### config.mk
export PLATFORM = sky130hd
export DESIGN_NAME = register_file_ctrl_flat
export DESIGN_NICKNAME = d
export VERILOG_FILES = /design/src/rtl/register_file_ctrl_pkg.sv /design/src/rtl/register_file_ctrl_if.sv /design/src/rtl/register_file_ctrl_arb.sv /design/src/rtl/register_file_ctrl.sv /design/src/flat_wrapper.sv
export SDC_FILE = /design/constraint.sdc
export NUM_CORES = 1
export LEC_CHECK = 0
export CORE_MARGIN = 4
export CORE_UTILIZATION = 41
export CTS_CLUSTER_DIAMETER = 150
export DETAILED_ROUTE_END_ITERATION = 8
export HOLD_SLACK_MARGIN = 0.06
export PLACE_DENSITY = 0.89
export SYNTH_ARGS = -nofsm -noshare
export SYNTH_HDL_FRONTEND = slang
export SYNTH_HIERARCHICAL = 1
export SYNTH_SLANG_ARGS = --single-unit
### constraint.sdc
create_clock -name clk -period 6.5 [get_ports clk]
set_input_delay 1.3 -clock clk [delete_from_list [all_inputs] [get_ports clk]]
set_output_delay 1.3 -clock clk [all_outputs]
set_load 0.03 [all_outputs]
### src/rtl/register_file_ctrl_pkg.sv
// Shared definitions for the register-file sequencer: FSM states and rf strobe codes.
package rf_ctrl_pkg;

  typedef enum logic [1:0] {
    S_IDLE  = 2'd0,
    S_ISSUE = 2'd1,
    S_WAIT  = 2'd2
  } state_t;

  // rf_valid is active-low per timer: [1:0] read timer, [2] write timer
  localparam logic [2:0] RF_VALID_IDLE = 3'b111;
  localparam logic [2:0] RF_VALID_RD   = 3'b100;
  localparam logic [2:0] RF_VALID_WR   = 3'b011;

  // R0 is reserved as constant zero and never written
  localparam logic [4:0] REG_ZERO = 5'd0;

endpackage

### src/rtl/register_file_ctrl_if.sv
// Requester-side bus: flattened per-requester payload, grant and completion response.
interface register_file_ctrl_if #(
  parameter int NUM_REQ = 4,
  parameter int ADDR_W  = 5,
  parameter int DATA_W  = 16
);
  localparam int ID_W = (NUM_REQ > 1) ? $clog2(NUM_REQ) : 1;

  logic [NUM_REQ-1:0]        req;
  logic [NUM_REQ-1:0]        req_we;
  logic [NUM_REQ*ADDR_W-1:0] req_addr_a;
  logic [NUM_REQ*ADDR_W-1:0] req_addr_b;
  logic [NUM_REQ*DATA_W-1:0] req_wdata;
  logic [NUM_REQ-1:0]        gnt;
  logic                      rsp_valid;
  logic [ID_W-1:0]           rsp_id;
  logic [DATA_W-1:0]         rsp_rdata_a;
  logic [DATA_W-1:0]         rsp_rdata_b;

  // Requester side
  modport master (
    output req, req_we, req_addr_a, req_addr_b, req_wdata,
    input  gnt, rsp_valid, rsp_id, rsp_rdata_a, rsp_rdata_b
  );

  // Controller side
  modport slave (
    input  req, req_we, req_addr_a, req_addr_b, req_wdata,
    output gnt, rsp_valid, rsp_id, rsp_rdata_a, rsp_rdata_b
  );
endinterface

### src/rtl/register_file_ctrl_arb.sv
// Round-robin arbiter: searches from pointer+1, pointer moves to the winner on advance.
module rr_arbiter #(
  parameter int NUM_REQ = 4,
  localparam int ID_W = (NUM_REQ > 1) ? $clog2(NUM_REQ) : 1
) (
  input  logic               clk,
  input  logic               reset,
  input  logic [NUM_REQ-1:0] req,
  input  logic               advance,
  output logic [NUM_REQ-1:0] gnt,
  output logic [ID_W-1:0]    gnt_id
);

  logic [ID_W-1:0] ptr;
  logic            found;

  // First requester after the pointer wins; gnt stays zero when nobody asks
  always_comb begin
    gnt    = '0;
    gnt_id = '0;
    found  = 1'b0;
    for (int i = 1; i <= NUM_REQ; i++) begin
      if (!found && req[(int'(ptr) + i) % NUM_REQ]) begin
        gnt[(int'(ptr) + i) % NUM_REQ] = 1'b1;
        gnt_id = ID_W'((int'(ptr) + i) % NUM_REQ);
        found  = 1'b1;
      end
    end
  end

  // Pointer only moves on an accepted grant so requester 0 wins first after reset
  always_ff @(posedge clk or posedge reset) begin
    if (reset)        ptr <= ID_W'(NUM_REQ - 1);
    else if (advance) ptr <= gnt_id;
  end

endmodule

### src/rtl/register_file_ctrl.sv
// Sequencer sharing the register file between requesters: one op in flight,
// strobes the rf, holds its pins stable over the access delay, returns read data.
module register_file_ctrl
  import rf_ctrl_pkg::*;
#(
  parameter int NUM_REQ    = 4,
  parameter int ADDR_W     = 5,
  parameter int DATA_W     = 16,
  parameter int RF_LATENCY = 3,
  localparam int ID_W  = (NUM_REQ > 1) ? $clog2(NUM_REQ) : 1,
  localparam int CNT_W = (RF_LATENCY > 1) ? $clog2(RF_LATENCY) : 1
) (
  input  logic                clk,
  input  logic                reset,
  register_file_ctrl_if.slave bus,
  output logic                busy,
  output logic [2:0]          rf_valid,
  output logic [ADDR_W-1:0]   rf_read_addr_1,
  output logic [ADDR_W-1:0]   rf_read_addr_2,
  output logic [ADDR_W-1:0]   rf_write_addr,
  output logic [DATA_W-1:0]   rf_write_data,
  input  logic [DATA_W-1:0]   rf_read_1,
  input  logic [DATA_W-1:0]   rf_read_2
);

  state_t             state;
  logic [CNT_W-1:0]   cnt;
  logic [ID_W-1:0]    op_id;
  logic               op_we;
  logic               rsp_valid;
  logic [ID_W-1:0]    rsp_id;
  logic [DATA_W-1:0]  rsp_rdata_a, rsp_rdata_b;

  logic [NUM_REQ-1:0] elig, arb_gnt;
  logic [ID_W-1:0]    arb_id;
  logic               sel_we;
  logic [ADDR_W-1:0]  sel_addr_a, sel_addr_b;
  logic [DATA_W-1:0]  sel_wdata;

  // Grants only exist in IDLE and never while reset is applied
  assign elig = bus.req & {NUM_REQ{(state == S_IDLE) && !reset}};

  rr_arbiter #(.NUM_REQ(NUM_REQ)) u_arb (
    .clk     (clk),
    .reset   (reset),
    .req     (elig),
    .advance (|arb_gnt),
    .gnt     (arb_gnt),
    .gnt_id  (arb_id)
  );

  assign sel_we     = bus.req_we[arb_id];
  assign sel_addr_a = bus.req_addr_a[arb_id*ADDR_W +: ADDR_W];
  assign sel_addr_b = bus.req_addr_b[arb_id*ADDR_W +: ADDR_W];
  assign sel_wdata  = bus.req_wdata[arb_id*DATA_W +: DATA_W];

  assign bus.gnt         = arb_gnt;
  assign bus.rsp_valid   = rsp_valid;
  assign bus.rsp_id      = rsp_id;
  assign bus.rsp_rdata_a = rsp_rdata_a;
  assign bus.rsp_rdata_b = rsp_rdata_b;
  assign busy            = (state != S_IDLE);

  // Sequencer: accept -> strobe one edge -> count out the rf delay -> respond.
  // rf pins are only rewritten on accept, so the idle write-timer refresh
  // keeps re-committing the last (addr,data) pair harmlessly.
  always_ff @(posedge clk or posedge reset) begin
    if (reset) begin
      state          <= S_IDLE;
      cnt            <= '0;
      op_id          <= '0;
      op_we          <= 1'b0;
      rf_valid       <= RF_VALID_IDLE;
      rf_read_addr_1 <= '0;
      rf_read_addr_2 <= '0;
      rf_write_addr  <= '0;
      rf_write_data  <= '0;
      rsp_valid      <= 1'b0;
      rsp_id         <= '0;
      rsp_rdata_a    <= '0;
      rsp_rdata_b    <= '0;
    end else begin
      rsp_valid <= 1'b0;
      case (state)
        S_IDLE: begin
          if (|arb_gnt) begin
            op_id <= arb_id;
            op_we <= sel_we;
            state <= S_ISSUE;
            if (sel_we) begin
              // A write to R0 is acknowledged but never reaches the rf
              if (sel_addr_a != ADDR_W'(REG_ZERO)) begin
                rf_valid      <= RF_VALID_WR;
                rf_write_addr <= sel_addr_a;
                rf_write_data <= sel_wdata;
              end
            end else begin
              rf_valid       <= RF_VALID_RD;
              rf_read_addr_1 <= sel_addr_a;
              rf_read_addr_2 <= sel_addr_b;
            end
          end
        end
        S_ISSUE: begin
          rf_valid <= RF_VALID_IDLE;
          cnt      <= CNT_W'(RF_LATENCY - 1);
          state    <= S_WAIT;
        end
        S_WAIT: begin
          if (cnt == '0) begin
            rsp_valid   <= 1'b1;
            rsp_id      <= op_id;
            rsp_rdata_a <= op_we ? '0 : rf_read_1;
            rsp_rdata_b <= op_we ? '0 : rf_read_2;
            state       <= S_IDLE;
          end else begin
            cnt <= cnt - 1'b1;
          end
        end
        default: state <= S_IDLE;
      endcase
    end
  end

endmodule

### src/flat_wrapper.sv
// flat-port wrapper written by rule: the top's interface ports become plain ports
module register_file_ctrl_flat import rf_ctrl_pkg::*;
#(
  parameter int NUM_REQ    = 4,
  parameter int ADDR_W     = 5,
  parameter int DATA_W     = 16,
  parameter int RF_LATENCY = 3,
  localparam int ID_W  = (NUM_REQ > 1) ? $clog2(NUM_REQ) : 1,
  localparam int CNT_W = (RF_LATENCY > 1) ? $clog2(RF_LATENCY) : 1
)
  (clk, reset, busy, rf_valid, rf_read_addr_1, rf_read_addr_2, rf_write_addr, rf_write_data, rf_read_1, rf_read_2, bus_req, bus_req_we, bus_req_addr_a, bus_req_addr_b, bus_req_wdata, bus_gnt, bus_rsp_valid, bus_rsp_id, bus_rsp_rdata_a, bus_rsp_rdata_b);
  register_file_ctrl_if #(.NUM_REQ(NUM_REQ), .ADDR_W(ADDR_W), .DATA_W(DATA_W)) bus_i ();
  input  logic clk;
  input  logic reset;
  output logic busy;
  output logic [2:0] rf_valid;
  output logic [ADDR_W-1:0] rf_read_addr_1;
  output logic [ADDR_W-1:0] rf_read_addr_2;
  output logic [ADDR_W-1:0] rf_write_addr;
  output logic [DATA_W-1:0] rf_write_data;
  input  logic [DATA_W-1:0] rf_read_1;
  input  logic [DATA_W-1:0] rf_read_2;
  input wire logic [$bits(bus_i.req)-1:0] bus_req;
  input wire logic [$bits(bus_i.req_we)-1:0] bus_req_we;
  input wire logic [$bits(bus_i.req_addr_a)-1:0] bus_req_addr_a;
  input wire logic [$bits(bus_i.req_addr_b)-1:0] bus_req_addr_b;
  input wire logic [$bits(bus_i.req_wdata)-1:0] bus_req_wdata;
  output wire logic [$bits(bus_i.gnt)-1:0] bus_gnt;
  output wire logic [$bits(bus_i.rsp_valid)-1:0] bus_rsp_valid;
  output wire logic [$bits(bus_i.rsp_id)-1:0] bus_rsp_id;
  output wire logic [$bits(bus_i.rsp_rdata_a)-1:0] bus_rsp_rdata_a;
  output wire logic [$bits(bus_i.rsp_rdata_b)-1:0] bus_rsp_rdata_b;
  assign bus_i.req = bus_req;
  assign bus_i.req_we = bus_req_we;
  assign bus_i.req_addr_a = bus_req_addr_a;
  assign bus_i.req_addr_b = bus_req_addr_b;
  assign bus_i.req_wdata = bus_req_wdata;
  assign bus_gnt = bus_i.gnt;
  assign bus_rsp_valid = bus_i.rsp_valid;
  assign bus_rsp_id = bus_i.rsp_id;
  assign bus_rsp_rdata_a = bus_i.rsp_rdata_a;
  assign bus_rsp_rdata_b = bus_i.rsp_rdata_b;
  register_file_ctrl #(.NUM_REQ(NUM_REQ), .ADDR_W(ADDR_W), .DATA_W(DATA_W), .RF_LATENCY(RF_LATENCY)) u_core (.clk(clk), .reset(reset), .bus(bus_i), .busy(busy), .rf_valid(rf_valid), .rf_read_addr_1(rf_read_addr_1), .rf_read_addr_2(rf_read_addr_2), .rf_write_addr(rf_write_addr), .rf_write_data(rf_write_data), .rf_read_1(rf_read_1), .rf_read_2(rf_read_2));
endmodule
Word level (Yosys, flattened, before mapping)
Cells that the tools add are included.

Register bits: 78. Bits in latches: 0. Bits in writable memories: 0. ROM bits: 0. Bits of input ports: 146. Logic and storage cells: 123. Memories kept: 0.

Add/subtract/negate cells: 5. Multipliers: 1. Div/mod/pow operators: 0. Magnitude comparators: 9. Eq/ne operators: 6. Shift operators: 3. Mux-type cells: 46. Bitwise gates (word level): 9. Reduce and logical (&&, ||, !) cells: 30.

Operator list (count): 64-bit by 7-bit variable part select with 16-bit output (1); 20-bit by 6-bit variable part select with 5-bit output (2); 16-bit 2-to-1 mux (2); 1-bit 2-to-1 mux (18); 3-bit by 4-bit < comparator with 1-bit output (second input constant) (4); 4-bit 2-to-1 mux (4); 2-bit 2-to-1 mux (7); 3-bit by 1-bit >= comparator with 1-bit output (second input constant) (4); 4-bit OR (3); 1-bit binary-select mux with 2-bit select (5); 3-bit 2-to-1 mux (3); 1-bit demux with 2-bit select (4); 1-bit logical AND (8); 2-bit AND reduction (4); 2-bit OR reduction (4); 2-bit one-hot mux with 3 select lines (1); 3-bit one-hot mux with 2 select lines (1); 3-bit AND reduction (2); 2-bit nonzero test (3); 2-bit by 3-bit multiplier with 5-bit output (second input constant) (1); 5-bit nonzero test (1); 2-bit by 1-bit adder with 2-bit output (second input constant) (2); 2-bit adder (second input constant) (2); 1-bit bitwise AND (first input constant) (4); 14 further kinds (19).

Logic depth before layout (Yosys ltp)
Word-level depth: 23. Mapped depth: 16. Gate-level depth less buffers: 12.

By module
The synthesis kept the hierarchy.

Modules (own cells, without submodules): register_file_ctrl (times used 1, cells an instance 306, area each 3816.2 sq um, sequential area each 1879.3 sq um); rr_arbiter (times used 1, cells an instance 67, area each 568.0 sq um, sequential area each 52.6 sq um).

Least setup slack after synthesis
Ideal clock, no wire load.

Path type: input port to flip-flop. Start point: in reset. End point: reg u_core.rf_write_data[0]. Library setup time: 0.125 ns. Data arrival time: 6.101 ns. Data required time: 6.375 ns. Setup slack: 0.274 ns. Stages: 15. Path buffers: 3. Cell sequence: inv_1 -> and3_1 -> nor2_1 -> o21ai_0 -> and3_1 -> clkbuf_1 -> a31oi_1 -> o21ai_0 -> nor4_2 -> inv_1 -> and3_1 -> buf_6 -> a21boi_4 -> buf_6 -> mux2_4.

Elaborated cells between the ends (all ways): 43.

RTL lines: start, declared (RTL line flat_wrapper.sv:14) `input logic reset;`; 1-bit logical NOT (*) (RTL line register_file_ctrl.sv:41) `assign elig = bus.req & {NUM_REQ{(state == S_IDLE) && !reset}};`; 1-bit logical AND (*) (RTL line register_file_ctrl.sv:41); 4-bit bitwise AND (*) (RTL line register_file_ctrl.sv:41); net u_core.elig[3] (RTL line register_file_ctrl.sv:34) `logic [NUM_REQ-1:0] elig, arb_gnt;`; 1-bit binary-select mux with 2-bit select (RTL line register_file_ctrl_arb.sv:23) `if (!found && req[(int'(ptr) + i) % NUM_REQ]) begin`; 1-bit 2-to-1 mux (not written as such) (2 in series) (RTL line register_file_ctrl_arb.sv:23); 1-bit 2-to-1 mux (RTL line register_file_ctrl_arb.sv:23); 1-bit logical NOT (RTL line register_file_ctrl_arb.sv:23); [... 3 more ...]; 1-bit logical AND (RTL line register_file_ctrl_arb.sv:23); 1-bit 2-to-1 mux (RTL line register_file_ctrl_arb.sv:23); 1-bit logical NOT (RTL line register_file_ctrl_arb.sv:23); 1-bit logical AND (RTL line register_file_ctrl_arb.sv:23); 4-bit 2-to-1 mux (*) (RTL line register_file_ctrl_arb.sv:23); net bus_gnt[1] (RTL line flat_wrapper.sv:28) `output wire logic [$bits(bus_i.gnt)-1:0] bus_gnt;`; 4-bit OR reduction (*) (RTL line register_file_ctrl.sv:86) `if (|arb_gnt) begin`; 4-bit AND reduction (no source line) (*); end signal, assigned (RTL line register_file_ctrl.sv:95) `rf_write_data <= sel_wdata;`; end, declared (RTL line register_file_ctrl.sv:21) `output logic [DATA_W-1:0] rf_write_data,`.

The timed path passes the listed nets; every way through them passes the cells marked *. The select of a mux whose other input is x is not followed. A chain may end at the register's enable or synchronous reset.

Final worst setup path
Start point: in reset. End point: out bus_gnt[2].

Cells in the longest elaborated chain, start to end: 16. Elaborated cells between the ends (all ways): 31.

RTL lines (RTL line): 1-bit logical NOT (*) (register_file_ctrl.sv:41); 1-bit logical AND (*) (register_file_ctrl.sv:41); 4-bit bitwise AND (*) (register_file_ctrl.sv:41); net u_core.elig[3] (register_file_ctrl.sv:34); 1-bit binary-select mux with 2-bit select (register_file_ctrl_arb.sv:23); 1-bit 2-to-1 mux (not written as such) (2 in series) (register_file_ctrl_arb.sv:23); 1-bit 2-to-1 mux (register_file_ctrl_arb.sv:23); 1-bit logical NOT (register_file_ctrl_arb.sv:23); 1-bit logical AND (register_file_ctrl_arb.sv:23); 1-bit 2-to-1 mux (register_file_ctrl_arb.sv:23); 1-bit logical NOT (register_file_ctrl_arb.sv:23); 1-bit logical AND (register_file_ctrl_arb.sv:23); 1-bit 2-to-1 mux (register_file_ctrl_arb.sv:23); 1-bit logical NOT (register_file_ctrl_arb.sv:23); 1-bit logical AND (register_file_ctrl_arb.sv:23); 4-bit 2-to-1 mux (*) (register_file_ctrl_arb.sv:23); end, declared (flat_wrapper.sv:28).

Marked as above.

==> results.toml <==
[timing]
fin_crit_ps = 5778
setup_violations = 0
setup_tns_ps = 0
fmax_mhz = 173.1
post-route-period-util_pct = 88.89
hold_viol = 0
worst_pin_slew_ps = 1050
finClkSkew_ps = 13.40
max_slew_margin_pct = 30.02
grt_setup_unrepaired = "no"
slew_viol_final = 0

[worst_setup_path]
cp_max_fo = 20
cpMaxStageDelayCell = "clkdlybuf4s50_1"
worstPathCellList = "clkdlybuf4s50_1 -> clkinv_2 -> and3_1 -> mux4_1 -> nor2_2 -> and2_4 -> a22oi_1 -> o21ai_0 -> clkdlybuf4s50_1"
criticalPathCategory = "primary input to output port"
worst_ep_required_time_ps = 5200
crit_top_cell = "clkdlybuf4s50_1"
worst_setup_path_end_kind = "output port"
arrival_ps = 4480
cp-start-kind = "primary input"
max_stage_delay_ps = 750

[synthesis]
synth_mux_area_share_pct = 25.54
ys_warn_count = 6
synth_compound_area_share_pct = 9.817
syn_nets = 528
synth_edf_count = 0
synth_xor_area_share_pct = 0
syn_area_per_cell_um2 = 11.75
ys.flop_type = "dfrtp_1"
synth-adder-area-share_pct = 2.568
synth_area_um2 = 4384
yosysUniqueCellTypes = 46
ys_async_sr_fraction_pct = 100.0
ys_seq_area_share_pct = 44.06
synth.top_cell.area_share_pct = 41.67
synthMostInstantiatedCell = "dfrtp_1"
synth.area.top_cells = "dfrtp_1 42%, mux4_2 14%, mux2_4 5.1%"
synthSimpleGateAreaFrac_pct = 13.04
syn-instance-count = 373
yosys.area.top_type = "dfrtp_1"
synth_seq_cells = 77
synth_common_cells = "73 x dfrtp_1, 42 x nand2_1, 40 x o21ai_0"
synth_top_family_by_area = "multiplexers"

[cts]
h-tree-depth = 3
cts_sinks = 77
hold_buffers = 0
cts-root-buf = "clkbuf_8"
clkLatencyLatePin_ps = 350
ctsResizeCount = 0
clock_path_buffers = 2
post-cts-setup-buffers = 0
cts_buffers = 9
path_clk_slew_ps = 80
cts_tree = "built"

[grt]
antenna_found_initial = 0
grt_pass1_wl_um = 20260
grt_pass1_vias = 4030
grt_max_degree = 68
grt_usage_pct = 20.39
overflow = 0

[power]
finalPower_mw = 4.054
p_leak_nw = 2.870
power.share.clock_pct = 8.9
p_per_area_nw_per_um2 = 591.1
p_switching_mw = 1.793
switching_share_pct = 44.22
internal_power_mw = 2.261
ir_worst_vdd_v = 0.0004649
combinationalPowerShare_pct = 68.2
seqPwrFrac_pct = 22.9

[cells_and_area]
area_delta_synth_final_pct = 56.42
final_cells = 724
fin_util_pct = 66.13
final_area_um2 = 6858
drive_gt1_share_pct = 16.50
layout.nets = 738
n_fill_cell = 777
n_antenna_cell = 0

[drt]
drtIter0Drc = 228
num_vias = 3722
wl_um = 12870
wl_per_cell_um = 17.77
drc = 0
ant_nets = 0
routed_via_density = 5.141
firstDrtPassIters = 4

[placed_design]
place.port_buffers = 219
placed_area_um2 = 6659
place_hpwl_um = 10370
gp_congestion = 0.8508
place_inst = 708

[die]
die_w_um = 111.4
core_area_um2 = 10370
rows = 37
die_area_um2 = 12410
start_util_pct = 42.28
die_height_um = 111.4
io_pins = 220

[min_path]
hold_path.class = "flip-flop to flip-flop"

[outcome]
status = "finished clean"

[flow_run]
cap_violations = 0
==> through the flow <==
step	hold WS [ps]	worst slack [ps]
floorplan	475.0	273.9
detailed placement	471.1	711.2
finish	485.6	722.0
global placement	462.4	865.6
CTS	488.5	721.3
global route	506.7	490.4
==> registers in the layout (all words and copies together) (netlist names) <==
name and flops:
u_core/bus.rsp_rdata_a 16, u_core/bus.rsp_rdata_b 16, u_core/rf_write_data 16, u_core/rf_read_addr_1 5, u_core/rf_read_addr_2 5, u_core/rf_write_addr 5, u_core/bus.rsp_id 2, u_core/cnt 2
u_core/op_id 2, u_core/rf_valid 2, u_core/state 2, u_core/u_arb/ptr 2, u_core/bus.rsp_valid 1, u_core/op_we 1
==> power groups by stage <==
| stage | Sequential (mW) | Clock [mW] | Combinational [mW] |
|---|---|---|---|
| after floorplan | 1.28 | 0 | 1.57 |
| after global placement | 0.919 | 0 | 2.70 |
| after detailed placement | 0.937 | 0 | 2.78 |
| after CTS | 0.931 | 0.369 | 2.78 |
| after global routing | 0.967 | 0.387 | 2.96 |
| final | 0.927 | 0.360 | 2.77 |
==> cells in the final DEF (no fill, tap or decap), drive strengths merged, types with 2 or more instances in the layout <==
master | synthesis | layout
a21oi | 6 | 6
mux2i | 2 | 2
a31oi | 5 | 5
dfstp | 4 | 4
a22oi | 5 | 5
clkdlybuf4s50 | 0 | 219
nor4 | 2 | 2
nand2b | 33 | 33
buf | 11 | 5
and2b | 2 | 2
clkinv | 0 | 3
clkinvlp | 0 | 2
mux4 | 30 | 30
ha | 9 | 9
inv | 20 | 20
nand4b | 2 | 2
and2 | 5 | 5
mux2 | 32 | 32
clkbuf | 14 | 10
a21o | 2 | 2
dfrtp | 73 | 73
o21ai | 45 | 45
and3 | 6 | 6
nand2 | 42 | 42
nor2 | 10 | 10
==> kinds of logic after synthesis <==
family          after synthesis
compound gates               72
fa+ha+maj                     9
buf+inv                      45
flops                        77
mux                          64
simple gates                106
==> path summary, 6_finish.rpt <==
| path | start | to | slack, ps | cells past startpoint |
|---|---|---|---|---|
| worst min-delay path | u_core/bus.rsp_rdata_a[2] | u_core/bus.rsp_rdata_a[2] | 490 | 2 |
| max in group asynchronous | reset | u_core/bus.rsp_rdata_b[14] | 4210 | 3 |
| worst max register to register | u_core/u_arb/ptr[0] | u_core/rf_write_data[15] | 1980 | 13 |
| worst max-delay path | reset | bus_gnt[2] | 720 | 9 |
| min in group asynchronous | reset | u_core/rf_read_addr_2[3] | 1260 | 2 |
| worst min register to register | u_core/bus.rsp_rdata_a[2] | u_core/bus.rsp_rdata_a[2] | 490 | 2 |
==> metal layers <==
layer	track usage, %	vias to the layer above	share of wire (%)
li1	-	1746	-
met2	35.79	194	50
met5	0	-	0
met3	6.141	26	8.8
met4	7.380	0	2.5
met1	23.64	1756	39
==> layout make-up <==
cell class / count / area [µm²] / area share, %
Clock buffer: 10 / 127.6 / 1.861
Tap cell: 136 / 170.2 / 2.481
Inverter: 20 / 76.32 / 1.113
Clock inverter: 6 / 71.32 / 1.040
Multi-Input combinational cell: 251 / 2251 / 32.82
Timing Repair Buffer: 224 / 2230 / 32.51
Sequential cell: 77 / 1932 / 28.17
==> worst max-delay path: cells and delay by family <==
| family | cells | cell delay [ps] |
|---|---|---|
| AO/OA/AOI/OAI | 2 | 220 |
| AND/OR/NAND/NOR | 3 | 720 |
| buffers and inverters | 3 | 1540 |
| multiplexers | 1 | 690 |
Power figures use the tool's default switching activity.
